`src/rtl/divisor_pkg.sv`:
```
// Shared types and helpers for the restoring divider.
package divisor_pkg;

    typedef enum logic [1:0] {
        IDLE = 2'd0,
        CALC = 2'd1,
        DONE = 2'd2
    } estado_t;

    function automatic int ancho_contador(input int tamano);
        return $clog2(tamano + 1);
    endfunction

endpackage

```
`src/rtl/etapa_resta.sv`:
```
// One restoring shift-subtract step: brings in one dividend bit, yields one quotient bit.
module etapa_resta
    import divisor_pkg::*;
#(
    parameter int TAMANO = 4
) (
    input  logic [TAMANO-1:0] resto,
    input  logic              bit_in,
    input  logic [TAMANO-1:0] divisor,
    output logic [TAMANO-1:0] resto_sig,
    output logic              bit_q
);

    // The stored remainder is always below the divisor, so its extra top bit is
    // always zero and only the low TAMANO bits need to be carried between steps.
    logic [TAMANO:0] desplazado;
    logic [TAMANO:0] restado;

    assign desplazado = {resto, bit_in};
    assign restado    = desplazado - {1'b0, divisor};

    always_comb begin
        bit_q     = 1'b0;
        resto_sig = desplazado[TAMANO-1:0];
        if (desplazado >= {1'b0, divisor}) begin
            bit_q     = 1'b1;
            resto_sig = restado[TAMANO-1:0];
        end
    end

endmodule

```
`src/rtl/divisor_restaurador.sv`:
```
// Sequential restoring divider, one quotient bit per clock with a start/done handshake.
// Optional macro DIV_SIGNED_EN: two's-complement operands, truncation toward zero.
//
// state | meaning
// IDLE  | waiting for start; results from the last division are held
// CALC  | one shift-subtract step per cycle, counter runs TAMANO down to 0
// DONE  | done pulse for one cycle, then back to IDLE
module divisor_restaurador
    import divisor_pkg::*;
#(
    parameter int TAMANO = 4
) (
    input  logic              clk,
    input  logic              rst,
    input  logic              start,
    input  logic [TAMANO-1:0] Dividendo,
    input  logic [TAMANO-1:0] Divisor,
    output logic              busy,
    output logic              done,
    output logic [TAMANO-1:0] Cociente,
    output logic [TAMANO-1:0] Residuo,
    output logic              div_cero
);

    localparam int CW = ancho_contador(TAMANO);
    localparam logic [CW-1:0] CNT_INI = CW'(TAMANO);

    estado_t           estado;
    logic [CW-1:0]     cnt;
    logic [TAMANO-1:0] resto;
    logic [TAMANO-1:0] dvd_sr;
    logic [TAMANO-1:0] dvs;
    logic [TAMANO-1:0] q;

    logic [TAMANO-1:0] resto_sig;
    logic              bit_q;
    logic [TAMANO-1:0] q_fin;
    logic [TAMANO-1:0] dvd_mag;
    logic [TAMANO-1:0] dvs_mag;
    logic [TAMANO-1:0] cociente_fin;
    logic [TAMANO-1:0] residuo_fin;

    etapa_resta #(.TAMANO(TAMANO)) u_etapa (
        .resto     (resto),
        .bit_in    (dvd_sr[TAMANO-1]),
        .divisor   (dvs),
        .resto_sig (resto_sig),
        .bit_q     (bit_q)
    );

    assign q_fin = {q[TAMANO-2:0], bit_q};

`ifdef DIV_SIGNED_EN
    logic neg_q;
    logic neg_r;

    // Negating the most-negative value leaves its bit pattern unchanged, which
    // is already the correct unsigned magnitude for the core.
    assign dvd_mag      = Dividendo[TAMANO-1] ? -Dividendo : Dividendo;
    assign dvs_mag      = Divisor[TAMANO-1]   ? -Divisor   : Divisor;
    assign cociente_fin = neg_q ? -q_fin : q_fin;
    assign residuo_fin  = neg_r ? -resto_sig : resto_sig;

    always_ff @(posedge clk) begin
        if (rst) begin
            neg_q <= 1'b0;
            neg_r <= 1'b0;
        end else if (estado == IDLE && start) begin
            neg_q <= Dividendo[TAMANO-1] ^ Divisor[TAMANO-1];
            neg_r <= Dividendo[TAMANO-1];
        end
    end
`else
    assign dvd_mag      = Dividendo;
    assign dvs_mag      = Divisor;
    assign cociente_fin = q_fin;
    assign residuo_fin  = resto_sig;
`endif

    always_ff @(posedge clk) begin
        if (rst) begin
            estado   <= IDLE;
            busy     <= 1'b0;
            done     <= 1'b0;
            Cociente <= '0;
            Residuo  <= '0;
            div_cero <= 1'b0;
            cnt      <= '0;
            resto    <= '0;
            dvd_sr   <= '0;
            dvs      <= '0;
            q        <= '0;
        end else begin
            case (estado)
                IDLE: begin
                    done <= 1'b0;
                    if (start) begin
                        if (Divisor == '0) begin
                            Cociente <= '1;
                            Residuo  <= Dividendo;
                            div_cero <= 1'b1;
                            done     <= 1'b1;
                            estado   <= DONE;
                        end else begin
                            dvd_sr   <= dvd_mag;
                            dvs      <= dvs_mag;
                            resto    <= '0;
                            q        <= '0;
                            cnt      <= CNT_INI;
                            div_cero <= 1'b0;
                            busy     <= 1'b1;
                            estado   <= CALC;
                        end
                    end
                end
                CALC: begin
                    resto  <= resto_sig;
                    dvd_sr <= {dvd_sr[TAMANO-2:0], 1'b0};
                    q      <= q_fin;
                    cnt    <= cnt - 1'b1;
                    if (cnt == CW'(1)) begin
                        Cociente <= cociente_fin;
                        Residuo  <= residuo_fin;
                        busy     <= 1'b0;
                        done     <= 1'b1;
                        estado   <= DONE;
                    end
                end
                DONE: begin
                    done   <= 1'b0;
                    estado <= IDLE;
                end
                default: begin
                    busy   <= 1'b0;
                    done   <= 1'b0;
                    estado <= IDLE;
                end
            endcase
        end
    end

endmodule

```
`config.mk`:
```
export PLATFORM = sky130hd
export DESIGN_NAME = divisor_restaurador
export DESIGN_NICKNAME = d
export VERILOG_FILES = /design/src/rtl/divisor_pkg.sv /design/src/rtl/etapa_resta.sv /design/src/rtl/divisor_restaurador.sv
export SDC_FILE = /design/constraint.sdc
export NUM_CORES = 1
export LEC_CHECK = 0
export ABC_AREA = 0
export CORE_ASPECT_RATIO = 1.2
export CORE_MARGIN = 5
export CORE_UTILIZATION = 50
export CTS_BUF_LIST = sky130_fd_sc_hd__clkbuf_8
export CTS_CLUSTER_DIAMETER = 80
export DETAILED_ROUTE_END_ITERATION = 10
export MAX_ROUTING_LAYER = met4
export PLACE_DENSITY = 0.79
export SETUP_SLACK_MARGIN = 0.05
export SLEW_MARGIN = 5
export SYNTH_ARGS = -nofsm -noshare
export SYNTH_HDL_FRONTEND = slang
export SYNTH_SLANG_ARGS = --single-unit
```
`constraint.sdc`:
```
create_clock -name clk -period 2.32 [get_ports clk]
set_input_delay 0.232 -clock clk [delete_from_list [all_inputs] [get_ports clk]]
set_output_delay 0.232 -clock clk [all_outputs]
set_load 0.02 [all_outputs]
```
## After elaboration in Yosys (flattened, before gate mapping)

Index checks and enable logic that the tools add are counted.

| operators by class | value |
|---|---|
| $add $sub $neg | 2 |
| multiply operators | 0 |
| divide/modulo/power cells | 0 |
| $lt $le $gt $ge | 1 |
| equal/unequal tests | 7 |
| shift operators | 0 |
| muxes and demuxes | 32 |
| bitwise logic cells | 2 |
| reduce and logical (&&, ||, !) cells | 9 |

Operators with widths:

| operator | number |
|---|---|
| $mux 4 | 11 |
| $pmux 4 s2 | 4 |
| $pmux 3 s2 | 2 |
| $ne 2x2->1 const B | 4 |
| $reduce_and 4->1 | 2 |
| $mux 1 | 7 |
| $mux 2 | 3 |
| $mux 3 | 2 |
| $reduce_and 3->1 | 2 |
| $ge 5x4->1 | 1 |
| $logic_not 4->1 | 1 |
| $pmux 2 s2 | 1 |
| $reduce_and 2->1 | 2 |
| $sub 4x4->4 | 1 |
| $eq 3x1->1 const B | 1 |
| $pmux 1 s3 | 1 |
| $sub 3x1->3 const B | 1 |
| $eq 2x1->1 const B | 1 |
| $eq 2x2->1 const B | 1 |
| $logic_not 2->1 | 1 |
| $not 1->1 | 2 |
| $pmux 1 s2 | 1 |
| $reduce_bool 2->1 | 1 |

| word-level totals | value |
|---|---|
| register bits | 31 |
| latch bits | 0 |
| bits in writable memories | 0 |
| ROM bits | 0 |
| bits of input ports | 11 |
| output and inout bits | 11 |
| word-level logic and storage cells | 64 |
| memories | 0 |

## Logic depth before layout (Yosys ltp)

Gate-level depths: netlist (run 1).

| logic depth | value |
|---|---|
| word-level depth | 4 |
| mapped depth | 9 |
| depth with buffers taken out | 7 |

## Hierarchy

From an unflattened synthesis (run 1), not the netlist that was laid out.

| unflattened totals | value |
|---|---|
| cell total of the unflattened synthesis | 179 |
| area total of the unflattened synthesis | 1647.8 um^2 |

By module, submodules not included:

| module | instances | cells each | area an instance (um^2) | sequential area each (um^2) |
|---|---|---|---|---|
| divisor_restaurador | 1 | 151 | 1423.9 | 620.6 |
| etapa_resta | 1 | 28 | 224.0 | 0.0 |

## Least setup slack after synthesis (run 1)

Ideal clock, no wire load.

| timing | value |
|---|---|
| path kind | register to register |
| start | reg dvs[1] |
| end | reg Residuo[2] |
| setup time | 0.138 ns |
| data arrival time | 1.707 ns |
| data required time | 2.182 ns |
| setup slack | 0.475 ns |
| cell stages (with the launch flop) | 8 |
| buffers on the path | 0 |
| clock period less this slack | 1.845 ns |
| cell sequence | dfxtp_1 > inv_1 > ha_1 > or4_1 > a21o_1 > and2_4 > a31oi_2 > a311oi_2 |

| on the way | value |
|---|---|
| cells in the longest elaborated chain, start to end | 4 |
| elaborated cells between the ends (all ways) | 5 |
| classes of those cells | 1 x add/sub; 1 x order compare; 3 x mux |

Ends and longest elaborated chain:

| item | line | text |
|---|---|---|
| from (decl) | divisor_restaurador.sv:32 | `logic [TAMANO-1:0] dvs;` |
| from (signal assigned) | divisor_restaurador.sv:106 | `dvs <= dvs_mag;` |
| $sub 4x4->4 / $ge 5x4->1 (equally long branches) | etapa_resta.sv:20, etapa_resta.sv:25 |  |
| $mux 4 * | etapa_resta.sv:25 | `if (desplazado >= {1'b0, divisor}) begin` |
| $mux 4 * | divisor_restaurador.sv:121 | `if (cnt == CW'(1)) begin` |
| $pmux 4 s2 * | divisor_restaurador.sv:94 | `case (estado)` |
| to (signal assigned) | divisor_restaurador.sv:100 | `Residuo <= Dividendo;` |
| to (signal assigned) | divisor_restaurador.sv:123 | `Residuo <= residuo_fin;` |
| to (decl) | divisor_restaurador.sv:21 | `output logic [TAMANO-1:0] Residuo,` |

Mark *: on every way between the ends. The rest lies on a longest branch, timed or not. The select of a mux whose other input is x is not followed.
A chain may end at the register's enable or synchronous reset.

## Worst setup path in the final report (run 1)

Ends and elaborated chain as after synthesis.

==> results of run 1 <==
==> worst reg2reg max path, stage by stage (launching register included) <==
cell and delay [ps]:
dfxtp_1 390, inv_1 60, ha_1 190, or4_1 510
a21o_1 220, and2_4 180, a31oi_2 210, a311oi_2 120
==> flip-flops by register name, summed over array words and instances, names as in the netlist <==
| signal | flops |
|---|---|
| Cociente | 4 |
| cnt | 3 |
| dvd_sr | 4 |
| estado | 2 |
| q | 3 |
| done | 1 |
| resto | 4 |
| busy | 1 |
| div_cero | 1 |
| Residuo | 4 |
| dvs | 4 |
==> cell usage after synthesis, types with 2 or more instances <==
library cell  instances  area [sq um]
nand3_1               4          20.0
nand2b_1              5          31.3
nor4_1                4          25.0
a211oi_1              4          30.0
buf_2                 3          15.0
a21oi_2               2          17.5
or2_1                 2          12.5
nor2b_1               4          25.0
a311oi_2              4          60.1
buf_6                 2          22.5
clkbuf_1              4          15.0
dfxtp_1              31           621
nor2_1               28           105
a21oi_1              12          60.1
a311oi_1              4          35.0
a22oi_1               8          60.1
ha_1                  6          75.1
nand2_1              20          75.1
inv_1                 8          30.0
nor3_1                4          20.0
o211ai_2              2          25.0
==> metrics by stage <==
step / hold WS (ps) / setup slack [ps]
3_3_place_gp: 454 / 228
6_report: 458 / 319
3_5_place_dp: 448 / 176
5_1_grt: 483 / 212
4_1_cts: 458 / 327
2_1_floorplan: 304 / 475
==> layer usage <==
| metal | vias to the layer above | wire length [um] | GRT usage |
|---|---|---|---|
| met5 | - | 0 | - |
| met3 | 7 | 203 | 0.0516 |
| met4 | 0 | 51 | 0.0936 |
| met1 | 597 | 1440 | 0.225 |
| met2 | 43 | 1690 | 0.282 |
| li1 | 653 | - | - |
==> logic make-up (layout without fill, tap and decap cells) <==
kind of cell | count (synthesis) | count (layout)
and+or+nand+nor | 74 | 74
AOI/OAI and AO/OA | 43 | 43
DFF | 31 | 31
buffers and inverters | 19 | 40
adders and majority gates | 7 | 7
xor gates and xnor gates | 1 | 1
==> layout make-up <==
type	instances	area [sq um]	share of cell area
clock buffers	6	82.6	0.0451
flip-flops and latches	31	621	0.339
repair buffers	24	233	0.127
multi-input cells	125	788	0.430
inverters	8	30.0	0.0164
well taps	34	42.5	0.0232
clock inverters	2	35.0	0.0191
==> final timing paths <==
kind | slack (ps) | startpoint | to
worst max register to register | 320 | dvs[1] | Residuo[2]
worst min register to register | 460 | dvd_sr[0] | dvd_sr[0]
worst min-delay path | 460 | dvd_sr[0] | dvd_sr[0]
worst max-delay path | 320 | dvs[1] | Residuo[2]
==> power groups by stage <==
stage | Clock [mW] | Sequential, mW | Combinational, mW
final | 0.549 | 0.605 | 0.322
after global routing | 0.591 | 0.610 | 0.358
after CTS | 0.557 | 0.605 | 0.321
after detailed placement | 0 | 0.616 | 0.319
after global placement | 0 | 0.615 | 0.308
after floorplan | 0 | 0.621 | 0.227
==> impl_summary.log, run 1 <==
[metrics] status: complete, no violations
[metrics] total number of nets in the final design: around 210
[metrics] average routed wire per standard cell: about 15 um
[metrics] Peak VDD IR: 562 uV
[metrics] launching element type of the critical path: register
[metrics] I/O pin count: 22
[metrics] CP max FO: 5
[metrics] FP Rows: 21
[metrics] share of the core filled with cells: 0.646
[metrics] Worst-Margin Slew: between 800 and 900 ps
[metrics] number of H-tree levels: 2
[metrics] FFs w/ async S/R, synth: 0
[metrics] post-synthesis share of cell area spent on full adders, half adders and majority gates: 0.0633
[metrics] Max Clk Rate: between 0.4 and 0.5 GHz
[metrics] global-route wire length before repair: about 5.9 mm
[metrics] number of antenna violations at the first check in global routing: 0
[metrics] die height: between 70 and 80 um
[metrics] fraction of power spent switching nets: 0.285
[metrics] CP max stage cell: or4_1
[metrics] DP HPWL: about 2.5 mm
[metrics] Overflow after GRT: 0
[metrics] remaining antenna violation count after routing: 0
[metrics] EDFF count, synth: 0
[metrics] # Post-CTS Setup Buffers: 0
[metrics] Post-CTS Hold Buffers: 0
[metrics] vias in the first global route: approximately 1300
[metrics] kind of path behind the tightest hold check: register to register
[metrics] ys flop type: dfxtp_1
[metrics] clock insertion delay at the later pin of the skew report: roughly 280 ps
[metrics] synthesized instance count: ~180
[metrics] Port-buffer cells: 21
[metrics] worst hold stages: 2
[metrics] maximum number of pins on one net before global-route repair: 32
[metrics] main combinational cell family by area after synthesis: compound AO/OA/AOI/OAI gates
[metrics] Netlist cell types: 35
[metrics] cell count after placement: roughly 220
[metrics] critical path class: register to register
[metrics] CORE AREA: between 2000 and 3000 sq um
[metrics] x dimension of the die: about 60 um
[metrics] sequence of cells on the critical path: inv_1 > ha_1 > or4_1 > a21o_1 > and2_4 > a31oi_2 > a311oi_2
[metrics] post-synthesis share of cell area spent on xor and xnor gates: 0.00583
[metrics] leakage power: between 0.6 and 0.7 nW
[metrics] Design Area, Final: about 1800 sq um
[metrics] final weighted congestion in routability-driven placement: around 0.83
[metrics] Maximum Capacitance Violations: 0
[metrics] data arrival time of the worst path: around 2200 ps
[metrics] Synth Register Bits: 31
[metrics] DRC errors left: 0
[metrics] depth of the most critical reg-to-reg path: 7
[metrics] buffer levels on the longest clock path: 2
[metrics] setup violators final: 0
[metrics] detailed-routing iteration count for the pre-antenna-repair pass: 4
[metrics] post-layout instance count excluding filler cells: 230
[metrics] relative max-transition margin: 0.441
[metrics] Post-Syn Nets: 193
[metrics] first-iteration detailed-routing DRC count: 56
[metrics] commonest non-fill, non-tap cell in the layout: dfxtp_1
[metrics] required time of the worst setup path: 2480 ps
[metrics] setup repair after global routing missed its margin: no
[metrics] CTS-repair resized insts: 0
[metrics] number of cells on the critical path: 7
[metrics] kind of cell adding the most delay to the critical path: simple AND/OR/NAND/NOR gates
[metrics] mean instance size in the synthesized netlist: around 8.6 sq um
[metrics] share of the yosys chip area belonging to registers: 0.413
[metrics] endpoint kind of the worst setup timing path: register
[metrics] Final Hold Viols: 0
[metrics] clock net sink count: 31
[metrics] Tot GR Track Use: 0.188
[metrics] fraction of final layout cells sized beyond drive strength 1: 0.117
[metrics] post-route fraction of the period consumed by the critical path: 0.862
[metrics] multiplexer share of the synthesized area: 0
[metrics] sequential share of power: 0.410
[metrics] Max Transition Viols Final: 0
[metrics] signed area change from the synthesized netlist to the final layout: 21.9%
[metrics] Post-Route Skew: ~3.0 ps
[metrics] Detailed Route WL: ~3.4 mm
[metrics] Syn Std Cell Area: around 1500 sq um
[metrics] number of filler instances in the final layout: ~240
[metrics] CTS tree: done
[metrics] post-layout power: about 1.5 mW
[metrics] Post-Route Setup TNS: 0 ps
[metrics] top library cells by usage in the layout, fill and taps aside: 31 x dfxtp_1, 28 x nor2_1, 21 x clkdlybuf4s50_1
[metrics] Clock power frac: 0.372
[metrics] post-synthesis simple-gate area fraction: 0.227
[metrics] total of warnings raised by yosys: 0
[metrics] part of the total power dissipated in combinational logic: 0.218
[metrics] Clock Tree Root: clkbuf_8
[metrics] CTS buffer count: 5
[metrics] Final Critical Period: about 2000 ps
[metrics] count of inserted antenna diode cells: 0
[metrics] DR vias: 1300
[metrics] Internal Power: ~1.1 mW
[metrics] area of the die: around 4200 sq um
[metrics] complex-gate fraction of the synthesized area: 0.228
[metrics] slowest stage delay, CP: between 500 and 600 ps
[metrics] Vias per Instance: between 5 and 6
[metrics] power density of the placed cells: 806 nW/um^2
[metrics] effective utilization at floorplan: 0.530
[metrics] Area after DPL: 1710 sq um
[metrics] Crit path buffers/inverters: 1
[metrics] clock-pin slew reported for the worst setup and hold paths after clock tree synthesis: around 70 ps
[metrics] switching power total: approximately 0.42 mW
No activity file was read; power rests on OpenSTA's default activity.
==> run 2, diff against run 1 <==
--- a/config.mk
+++ b/config.mk
@@ -18,4 +18,5 @@
 export SLEW_MARGIN = 5
 export SYNTH_ARGS = -nofsm -noshare
 export SYNTH_HDL_FRONTEND = slang
+export SYNTH_HIERARCHICAL = 1
 export SYNTH_SLANG_ARGS = --single-unit
==> run 2 against run 1 <==
Against the previous run:
- highest routed layer unchanged
- via count up 5.7%
- global-route usage down 0.84 points
- critical path depth up 1
- critical endpoint unchanged
==> impl_summary.log, run 2 <==
[metrics] detailed-routing iteration count for the pre-antenna-repair pass: 4
[metrics] GR Layer Usage met3: 0.0462
[metrics] top library cells by usage in the layout, fill and taps aside: 31 x dfxtp_1, 21 x clkdlybuf4s50_1, 18 x nand2_1
[metrics] buffer levels on the longest clock path: 2
[metrics] vias in the first global route: between 1000 and 1500
[metrics] final weighted congestion in routability-driven placement: between 0.8 and 0.9
[metrics] commonest non-fill, non-tap cell in the layout: dfxtp_1
[metrics] Post-CTS Hold Buffers: 0
[metrics] switching power total: 0.419 mW
[metrics] mean instance size in the synthesized netlist: 9.21 sq um
[metrics] depth of the most critical reg-to-reg path: 8
[metrics] slowest stage delay, CP: about 350 ps
[metrics] endpoint kind of the worst setup timing path: register
[metrics] setup violators final: 0
[metrics] ys flop type: dfxtp_1
[metrics] DRC errors left: 0
[metrics] Syn Std Cell Area: between 1500 and 2000 sq um
[metrics] sequence of cells on the critical path: inv_1 > ha_1 > nand4_1 > nand2_2 > nor2_4 > mux2_4 > mux2i_1 > a211oi_2
[metrics] fraction of power spent switching nets: 0.298
[metrics] Post-Syn Nets: approximately 200
[metrics] CTS tree: done
[metrics] relative max-transition margin: 0.606
[metrics] CP max FO: 4
[metrics] signed area change from the synthesized netlist to the final layout: 19.4%
[metrics] count of inserted antenna diode cells: 0
[metrics] Final Hold Viols: 0
[metrics] Detailed Route WL: ~3.7 mm
[metrics] post-layout power: 1.41 mW
[metrics] top-area cell type share of the netlist area: 0.377
[metrics] Internal Power: between 0.9 and 1 mW
[metrics] Tot GR Track Use: 0.179
[metrics] sequential share of power: 0.428
[metrics] Clock power frac: 0.334
[metrics] global-route wire length before repair: between 6 and 7 mm
[metrics] crit path setup slack, layout: 443 ps
[metrics] remaining antenna violation count after routing: 0
[metrics] launching element type of the critical path: register
[metrics] leakage power: roughly 0.73 nW
[metrics] total number of nets in the final design: around 220
[metrics] effective utilization at floorplan: 0.530
[metrics] maximum number of pins on one net before global-route repair: 23
[metrics] most common cell in the synthesized netlist: dfxtp_1
[metrics] FFs w/ async S/R, synth: 0
[metrics] post-route fraction of the period consumed by the critical path: 0.809
[metrics] Overflow after GRT: 0
[metrics] share of the yosys chip area belonging to registers: 0.377
[metrics] Worst-Margin Slew: 591 ps
[metrics] setup repair after global routing missed its margin: no
[metrics] Max Transition Viols Final: 0
[metrics] Port-buffer cells: 21
[metrics] kind of path behind the tightest hold check: register to register
[metrics] Netlist cell types: 52
[metrics] die height: 72.9 um
[metrics] part of the total power dissipated in combinational logic: 0.238
[metrics] number of cells on the critical path: 8
[metrics] Worst R2R Start: dvs[2]
[metrics] critical path class: register to register
[metrics] Area contributors post-synth: dfxtp_1 38%, mux2i_1 4.9%, ha_1 4.6%
[metrics] met1 usage: 0.212
[metrics] area of the die: around 4500 sq um
[metrics] number of H-tree levels: 2
[metrics] commonest cells in the synthesized netlist: 31 x dfxtp_1, 18 x nand2_1, 13 x a21oi_1, 13 x nor2_1, 10 x inv_1
[metrics] Post-Route Skew: around 3.2 ps
[metrics] Crit path buffers/inverters: 1
[metrics] # Post-CTS Setup Buffers: 0
[metrics] Post-Route Setup TNS: 0 ps
[metrics] cell accounting for the most synthesized area: dfxtp_1
[metrics] power density of the placed cells: approximately 710 nW/um^2
[metrics] number of antenna violations at the first check in global routing: 0
[metrics] I/O pin count: 22
[metrics] first-iteration detailed-routing DRC count: 52
[metrics] FP Rows: 22
[metrics] Post-Place Worst Slack: 455 ps
[metrics] DR vias: 1374
[metrics] EDFF count, synth: 0
[metrics] start point of the critical path: dvs[2]
[metrics] data arrival time of the worst path: a little over 2000 ps
[metrics] clock-pin slew reported for the worst setup and hold paths after clock tree synthesis: approximately 60 ps
[metrics] x dimension of the die: around 62 um
[metrics] clock net sink count: 31
[metrics] CTS-repair resized insts: 0
[metrics] required time of the worst setup path: approximately 2500 ps
[metrics] Maximum Capacitance Violations: 0
[metrics] DP HPWL: around 2.8 mm
[metrics] average routed wire per standard cell: roughly 16 um
[metrics] Vias per Instance: 5.82
[metrics] status: complete, no violations
[metrics] synthesized instance count: between 150 and 200
[metrics] Peak VDD IR: roughly 550 uV
[metrics] Final Critical Period: about 1900 ps
[metrics] M2 GR Usage: 0.291
[metrics] CORE AREA: 3110 sq um
[metrics] global route hottest layer: met2
[metrics] fraction of final layout cells sized beyond drive strength 1: 0.155
[metrics] kind of cell adding the most delay to the critical path: multiplexers
[metrics] Synth Register Bits: 31
[metrics] critical register-to-register path endpoint: Residuo[2]
[metrics] Max Clk Rate: ~0.53 GHz
[metrics] total of warnings raised by yosys: 6
[metrics] CTS buffer count: 5
[metrics] clock insertion delay at the later pin of the skew report: 280 ps
[metrics] setup slack on the worst flop-to-flop path: approximately 440 ps
[metrics] CP max stage cell: ha_1
[metrics] Critical path destination: Residuo[2]
[metrics] Clock Tree Root: clkbuf_8
## run 2: worst min-delay path by stage
stage / start / end / slack [ps] / cells past startpoint
after floorplan: Divisor[0] / dvs[0] / 370 / 2
after global placement: div_cero / div_cero / 450 / 2
after detailed placement: div_cero / div_cero / 450 / 2
after CTS: div_cero / div_cero / 460 / 2
after global routing: div_cero / div_cero / 500 / 2
final: div_cero / div_cero / 460 / 2
## run 2: logic make-up (layout without fill, tap and decap cells)
logic type	count (synthesis)	after routing	synth area share
AOI/OAI and AO/OA	58	58	0.263
and+or+nand+nor	52	52	0.180
DFF	31	31	0.377
buffers and inverters	21	42	0.0600
muxes	9	9	0.0577
adders and majority gates	7	7	0.0577
xor gates and xnor gates	1	1	0.00532
## run 2: power by group through the flow
stage | logic, mW | registers [mW] | clock network (mW)
2_1_floorplan | 0.242 | 0.613 | 0
3_3_place_gp | 0.321 | 0.611 | 0
3_5_place_dp | 0.334 | 0.614 | 0
4_1_cts | 0.336 | 0.602 | 0.480
5_1_grt | 0.366 | 0.608 | 0.505
6_report | 0.334 | 0.602 | 0.470
## run 2: area by class of cell
cell class / instances / area (sq um)
clock buffers: 7 / 96.3
clock inverters: 1 / 7.51
fillers: 290 / 1140
inverters: 10 / 37.5
multi-input cells: 127 / 928
flip-flops and latches: 31 / 621
well taps: 36 / 45.0
repair buffers: 24 / 233
## run 2: per-stage QoR
| step | hold slack [ps] | std cells | utilization | area, sq um |
|---|---|---|---|---|
| after CTS | 459 | 236 | 0.633 | 1970 |
| after floorplan | 368 | 179 | - | 1650 |
| final | 456 | 236 | 0.633 | 1970 |
| after global routing | 496 | 236 | 0.633 | 1970 |
| after global placement | 449 | 228 | 0.599 | 1860 |
| after detailed placement | 450 | 228 | 0.599 | 1860 |
## run 2: layer usage
metal / vias up / wire length, um / part of all wire
met5: - / 0 / 0
met4: 0 / 65 / 0.017
met3: 6 / 148 / 0.040
met2: 28 / 1910 / 0.51
met1: 653 / 1610 / 0.43
li1: 687 / - / -
## run 2: worst reg2reg max path, delay by kind of cell (launching register included)
| family | cells | cell delay, ps |
|---|---|---|
| AOI/OAI and AO/OA | 1 | 90 |
| adders and majority gates | 1 | 350 |
| buffers and inverters | 1 | 50 |
| DFF | 1 | 330 |
| muxes | 2 | 510 |
| and+or+nand+nor | 3 | 440 |
==> run 3, diff against run 2 <==
--- a/config.mk
+++ b/config.mk
@@ -13,7 +13,7 @@
 export CTS_CLUSTER_DIAMETER = 80
 export DETAILED_ROUTE_END_ITERATION = 10
 export MAX_ROUTING_LAYER = met4
-export PLACE_DENSITY = 0.79
+export PLACE_DENSITY = 0.81
 export SETUP_SLACK_MARGIN = 0.05
 export SLEW_MARGIN = 5
 export SYNTH_ARGS = -nofsm -noshare
==> constraint.sdc (replaced) <==
create_clock -name clk -period 1.7 [get_ports clk]
set_input_delay 0.17 -clock clk [delete_from_list [all_inputs] [get_ports clk]]
set_output_delay 0.17 -clock clk [all_outputs]
set_load 0.02 [all_outputs]
==> run 3 against run 2 <==
Against the previous run:
- the flow now finishes with violations (negative setup slack)
- final cell count increased by 5.1%
- clock power rose by 32%
- critical path depth down 1
- sequential power rose by 36%
- maximum frequency increased by 10%
- core utilization is 6.2 points higher
- total power rose by 43%
- largest cell class unchanged
==> impl_summary.log, run 3 (synthesis gave the netlist of run 2 again) <==
[metrics] global-route wire length before repair: 6.85 mm
[metrics] post-route fraction of the period consumed by the critical path: 1.00
[metrics] data arrival time of the worst path: about 1900 ps
[metrics] commonest non-fill, non-tap cell in the layout: dfxtp_1
[metrics] Detailed Route WL: about 4.1 mm
[metrics] kind of path behind the tightest hold check: register to register
[metrics] count of inserted antenna diode cells: 0
[metrics] detailed-routing iteration count for the pre-antenna-repair pass: 5
[metrics] first-iteration detailed-routing DRC count: 66
[metrics] failing checks: negative setup slack
[metrics] depth of the most critical reg-to-reg path: 7
[metrics] area of the die: around 4500 sq um
[metrics] Max Transition Viols Final: 0
[metrics] DRC errors left: 0
[metrics] buffer levels on the longest clock path: 2
[metrics] launching element type of the critical path: register
[metrics] effective utilization at floorplan: 0.530
[metrics] worst hold stages: 2
[metrics] vias in the first global route: between 1500 and 2000
[metrics] setup slack on the worst flop-to-flop path: -5 ps
[metrics] Final Hold Viols: 0
[metrics] remaining antenna violation count after routing: 0
[metrics] Post-Route Setup TNS: -5.38 ps
[metrics] maximum number of pins on one net before global-route repair: 23
[metrics] power density of the placed cells: between 900 and 1000 nW/um^2
[metrics] Post-Route Skew: about 3.0 ps
[metrics] sequence of cells on the critical path: ha_4 > nand4_1 > nand2_2 > nor2_4 > mux2_4 > mux2i_2 > a211oi_2
[metrics] worst min-delay path startpoint: div_cero
[metrics] CORE AREA: roughly 3100 sq um
[metrics] Worst-Margin Slew: 476 ps
[metrics] x dimension of the die: 62.4 um
[metrics] worst min-delay path endpoint: div_cero
[metrics] leakage power: between 0.8 and 0.9 nW
[metrics] relative max-transition margin: 0.682
[metrics] post-layout power: between 2 and 2.5 mW
[metrics] top library cells by usage in the layout, fill and taps aside: 23 x dfxtp_1, 21 x clkdlybuf4s50_1, 18 x nand2_1
[metrics] total number of nets in the final design: 229
[metrics] required time of the worst setup path: between 1500 and 2000 ps
[metrics] Clock Tree Root: clkbuf_8
[metrics] number of antenna violations at the first check in global routing: 0
[metrics] CTS buffer count: 5
[metrics] CP max FO: 4
[metrics] endpoint kind of the worst setup timing path: register
[metrics] DP HPWL: ~2.9 mm
[metrics] critical register-to-register path endpoint: Residuo[2]
[metrics] setup repair after global routing missed its margin: yes
[metrics] number of H-tree levels: 2
[metrics] Maximum Capacitance Violations: 0
[metrics] Post-CTS Hold Buffers: 0
[metrics] status: finished with violations
[metrics] I/O pin count: 22
[metrics] average routed wire per standard cell: 16.5 um
[metrics] clock-pin slew reported for the worst setup and hold paths after clock tree synthesis: 60 ps
[metrics] Peak VDD IR: 726 uV
[metrics] setup violators final: 1
[metrics] Overflow after GRT: 0
[metrics] FP Rows: 22
[metrics] Vias per Instance: roughly 6.0
[metrics] Port-buffer cells: 21
[metrics] Tot GR Track Use: 0.195
[metrics] Max Clk Rate: about 0.6 GHz
[metrics] clock net sink count: 31
[metrics] CP max stage cell: dfxtp_2
[metrics] critical path class: register to register
[metrics] crit path setup slack, layout: -5.38 ps
[metrics] CTS tree: done
[metrics] Worst R2R Start: resto[1]
[metrics] clock insertion delay at the later pin of the skew report: 280 ps
[metrics] slowest stage delay, CP: ~340 ps
[metrics] final weighted congestion in routability-driven placement: ~0.86
[metrics] fraction of final layout cells sized beyond drive strength 1: 0.307
[metrics] DR vias: 1476
[metrics] Final Critical Period: 1710 ps
[metrics] die height: around 73 um
[metrics] signed area change from the synthesized netlist to the final layout: 31.1%
-- run 3: cell types whose count changed in the layout (fill, tap and decap cells not counted), moves of 4 or more --
cell and delta:
inv_2 +5, dfxtp_1 -8, buf_4 +11, inv_1 -4
ha_1 -4, dfxtp_2 +8, ha_4 +4
-- run 3: worst max-delay path: cells and delay by family (launching register included) --
| kind | cells | cell delay (ps) |
|---|---|---|
| fa+ha+maj | 1 | 260 |
| mux | 2 | 510 |
| flops | 1 | 340 |
| compound gates | 1 | 90 |
| simple gates | 3 | 390 |
-- run 3: layout make-up --
cell class / instances / area, sq um
Tap cell: 36 / 45.0
Clock inverter: 1 / 3.75
Inverter: 10 / 37.5
Multi-Input combinational cell: 127 / 1010
Sequential cell: 31 / 631
Clock buffer: 7 / 96.3
Fill cell: 228 / 950
Timing Repair Buffer: 36 / 335
-- run 3: per-stage QoR --
step	cells	utilization	cell area [sq um]	setup slack, ps	hold slack (ps)
after floorplan	179	-	1660	21.6	299
after global placement	237	0.630	1960	1.06	447
after detailed placement	237	0.630	1960	-92.4	457
after CTS	247	0.682	2120	-6.06	465
after global routing	248	0.695	2160	-52.6	503
final	248	0.695	2160	-5.38	459
-- run 3: per-layer routing --
layer,up-vias,wire length [um],global-route usage
met5,-,0,-
met4,0,163,0.127
met3,16,199,0.0493
met2,50,2080,0.325
met1,694,1660,0.206
li1,716,-,-
-- run 3: power breakdown --
part           total (mW)  switching [mW]  internal (mW)
clock network       0.621           0.259          0.363
registers           0.821          0.0413          0.780
logic               0.575           0.299          0.275
total                2.02           0.599           1.42
-- run 3: worst max path at each step --
stage,startpoint,end,slack [ps],cells past startpoint
floorplan,dvs[1],Residuo[2],20,8
global placement,dvs[3],Residuo[2],1,8
detailed placement,dvd_sr[3],Residuo[2],-90,7
CTS,dvs[1],Residuo[2],-6,8
global route,dvs[2],Residuo[2],-50,8
finish,resto[1],Residuo[2],-5,7
-- run 3: timing repair --
item                                    CTS  global route
pin swaps                                 9             8
endpoints found under the setup margin    7            10
gates resized for setup                  11            11
hold endpoints to repair                  0             0
buffers inserted                          2             1
==> patch (config.mk and constraints of run 3) <==
The option `DIV_SIGNED_EN` is turned on by a define.
--- a/src/rtl/divisor_restaurador.sv
+++ b/src/rtl/divisor_restaurador.sv
@@ -5,6 +5,8 @@
 // IDLE  | waiting for start; results from the last division are held
 // CALC  | one shift-subtract step per cycle, counter runs TAMANO down to 0
 // DONE  | done pulse for one cycle, then back to IDLE
+`define DIV_SIGNED_EN
+
 module divisor_restaurador
     import divisor_pkg::*;
 #(
Formal check against the unedited RTL: not equivalent (Yosys sat finds a counterexample within 10 cycles, from zero or initial values and one cycle with rst high).
==> patch against run 3 <==
The run still ends with setup timing left. Sequential cell count up 2. Clock power down 9.2%. Count of clock-buffer cells in the layout down 2. Routed wire length up 25%. Worst setup slack worse by 0.48 ns. Total power up 23%. Design area up 24%. Synthesized area up 11%. Largest cell class unchanged.
==> patch: results (changes against run 3) <==
| Metric | Value |
|---|---|
| Outcome | `finished, violations left` |
| Failing checks | `setup timing` |
| Synth top cells by count | `dfxtp_1 (33), nor2_1 (29), a21oi_1 (19), inv_1 (18), nand2_1 (13)` |
| Post-detail-place hpwl | `3.286 mm (+13%)` |
| Final setup vio count | `9 (+8)` |
| Share of layout cells above drive strength 1 | `35.61% (+5.0 points)` |
| P_leak | `1.059 nW (+31%)` |
| Gp weighted congestion | `0.8172 (-5.2%)` |
| Max VDD drop | `0.0005158 V (-29%)` |
| Iteration-0 DRC Markers | `125 (+89%)` |
| CP max FO | `3 (-1)` |
| GR Util All Layers | `19.91% (+0.39 points)` |
| Vias in the first global route | `1716 (+14%)` |
| Slew headroom | `67.95% (-0.26 points)` |
| Sequential share of the synthesized area | `36.07% (-1.6 points)` |
| First-pass GRT wire length | `7.596 mm (+11%)` |
| Synth area leaders | `dfxtp_1 (36%), ha_1 (6.8%), nor2_1 (5.9%)` |
| Setup WS post-layout | `-0.4856 ns (-0.4802 ns)` |
| Vias/cell | `5.729 (-3.7%)` |
| Library cells used by synthesis | `49 (-5.8%)` |
| WL/cell | `16.21 µm (-2.0%)` |
| FILL cells | `252 (+11%)` |
| Worst path arrival time | `2.41 ns (+0.54 ns)` |
| TritonRoute pass-1 iters | `4 (-1)` |
| Nets | `299 (+31%)` |
| Syn_area_per_cell | `8.480 µm² (-7.9%)` |
[patch: cell types whose count changed after synthesis, sizes merged, moves of 4 or more]
cell and change:
a22oi +8, a21oi +7, mux2i -4, a211oi -7, xnor2 +6, nand2 -6, ha +4, nor2 +17
inv +8, o22ai -4, a31o -4
[patch: worst paths after layout]
kind	slack [ns]	end	startpoint	depth (start not counted)
max	-0.49	Residuo[2]	dvs[2]	12
min	0.47	Cociente[1]	Cociente[1]	1
max reg2reg	-0.49	Residuo[2]	dvs[2]	12
min reg2reg	0.47	Cociente[1]	Cociente[1]	1
[patch: kinds of logic after synthesis]
family / Yosys count / synth area share, %
AND/OR/NAND/NOR: 72 / 20.63
AO/OA/AOI/OAI: 59 / 21.93
flip-flops: 33 / 36.07
buffers and inverters: 28 / 6.625
adder cells (fa/ha/maj): 11 / 7.924
XOR/XNOR: 8 / 3.825
multiplexers: 5 / 3.005
[patch: layout make-up]
cell class	count	area [µm²]	share of cell area (%)
repair buffers	64	551.8	20.68
multi-input cells	155	1241	46.51
inverters	18	75.07	2.813
flip-flops and latches	33	669.4	25.08
well taps	39	48.80	1.828
clock inverters	3	13.76	0.5157
clock buffers	5	68.82	2.579
[patch: worst max-delay path, stage by stage (launching register included)]
cell and delay (ns):
dfxtp_2 0.33, inv_2 0.04, ha_4 0.22, o21ai_4 0.14, a21oi_4 0.05, nor2_4 0.17, mux2i_2 0.26, inv_2 0.09
ha_4 0.17, nor2b_4 0.11, xnor2_1 0.07, a2111o_1 0.36, a21oi_1 0.11
[patch: routing by layer]
metal / share of wire [%] / GRT usage [%] / vias to the layer above
met4: 3.5 / 11.83 / 0
met2: 52 / 32.52 / 62
met1: 39 / 21.15 / 863
met3: 4.7 / 5.310 / 20
met5: 0 / - / -
li1: - / - / 871
[patch: power by group through the flow]
| stage | logic (mW) | registers, mW | clock network [mW] |
|---|---|---|---|
| 2_1_floorplan | 0.487 | 0.899 | 0 |
| 3_3_place_gp | 0.766 | 0.892 | 0 |
| 3_5_place_dp | 0.789 | 0.894 | 0 |
| 4_1_cts | 0.844 | 0.879 | 0.569 |
| 5_1_grt | 1.11 | 0.894 | 0.611 |
| 6_report | 1.04 | 0.886 | 0.564 |
[patch: through the flow]
stage               utilization [%]  cell area [µm²]  hold WS, ns  power (mW)
finish                        74.68             2669       0.4657       2.492
global route                  74.68             2669       0.4898       2.616
CTS                           70.55             2521       0.4611       2.292
detailed placement            66.95             2392       0.4520       1.683
global placement              66.95             2392       0.4420       1.658
floorplan                         -             1924       0.3060       1.386
[patch: what timing repair did]
action / CTS / global route
cloned: 0 / 0
pin swaps: 8 / 15
endpoints found under the setup margin: 9 / 20
resized for setup: 11 / 24
setup buffers: 3 / 6
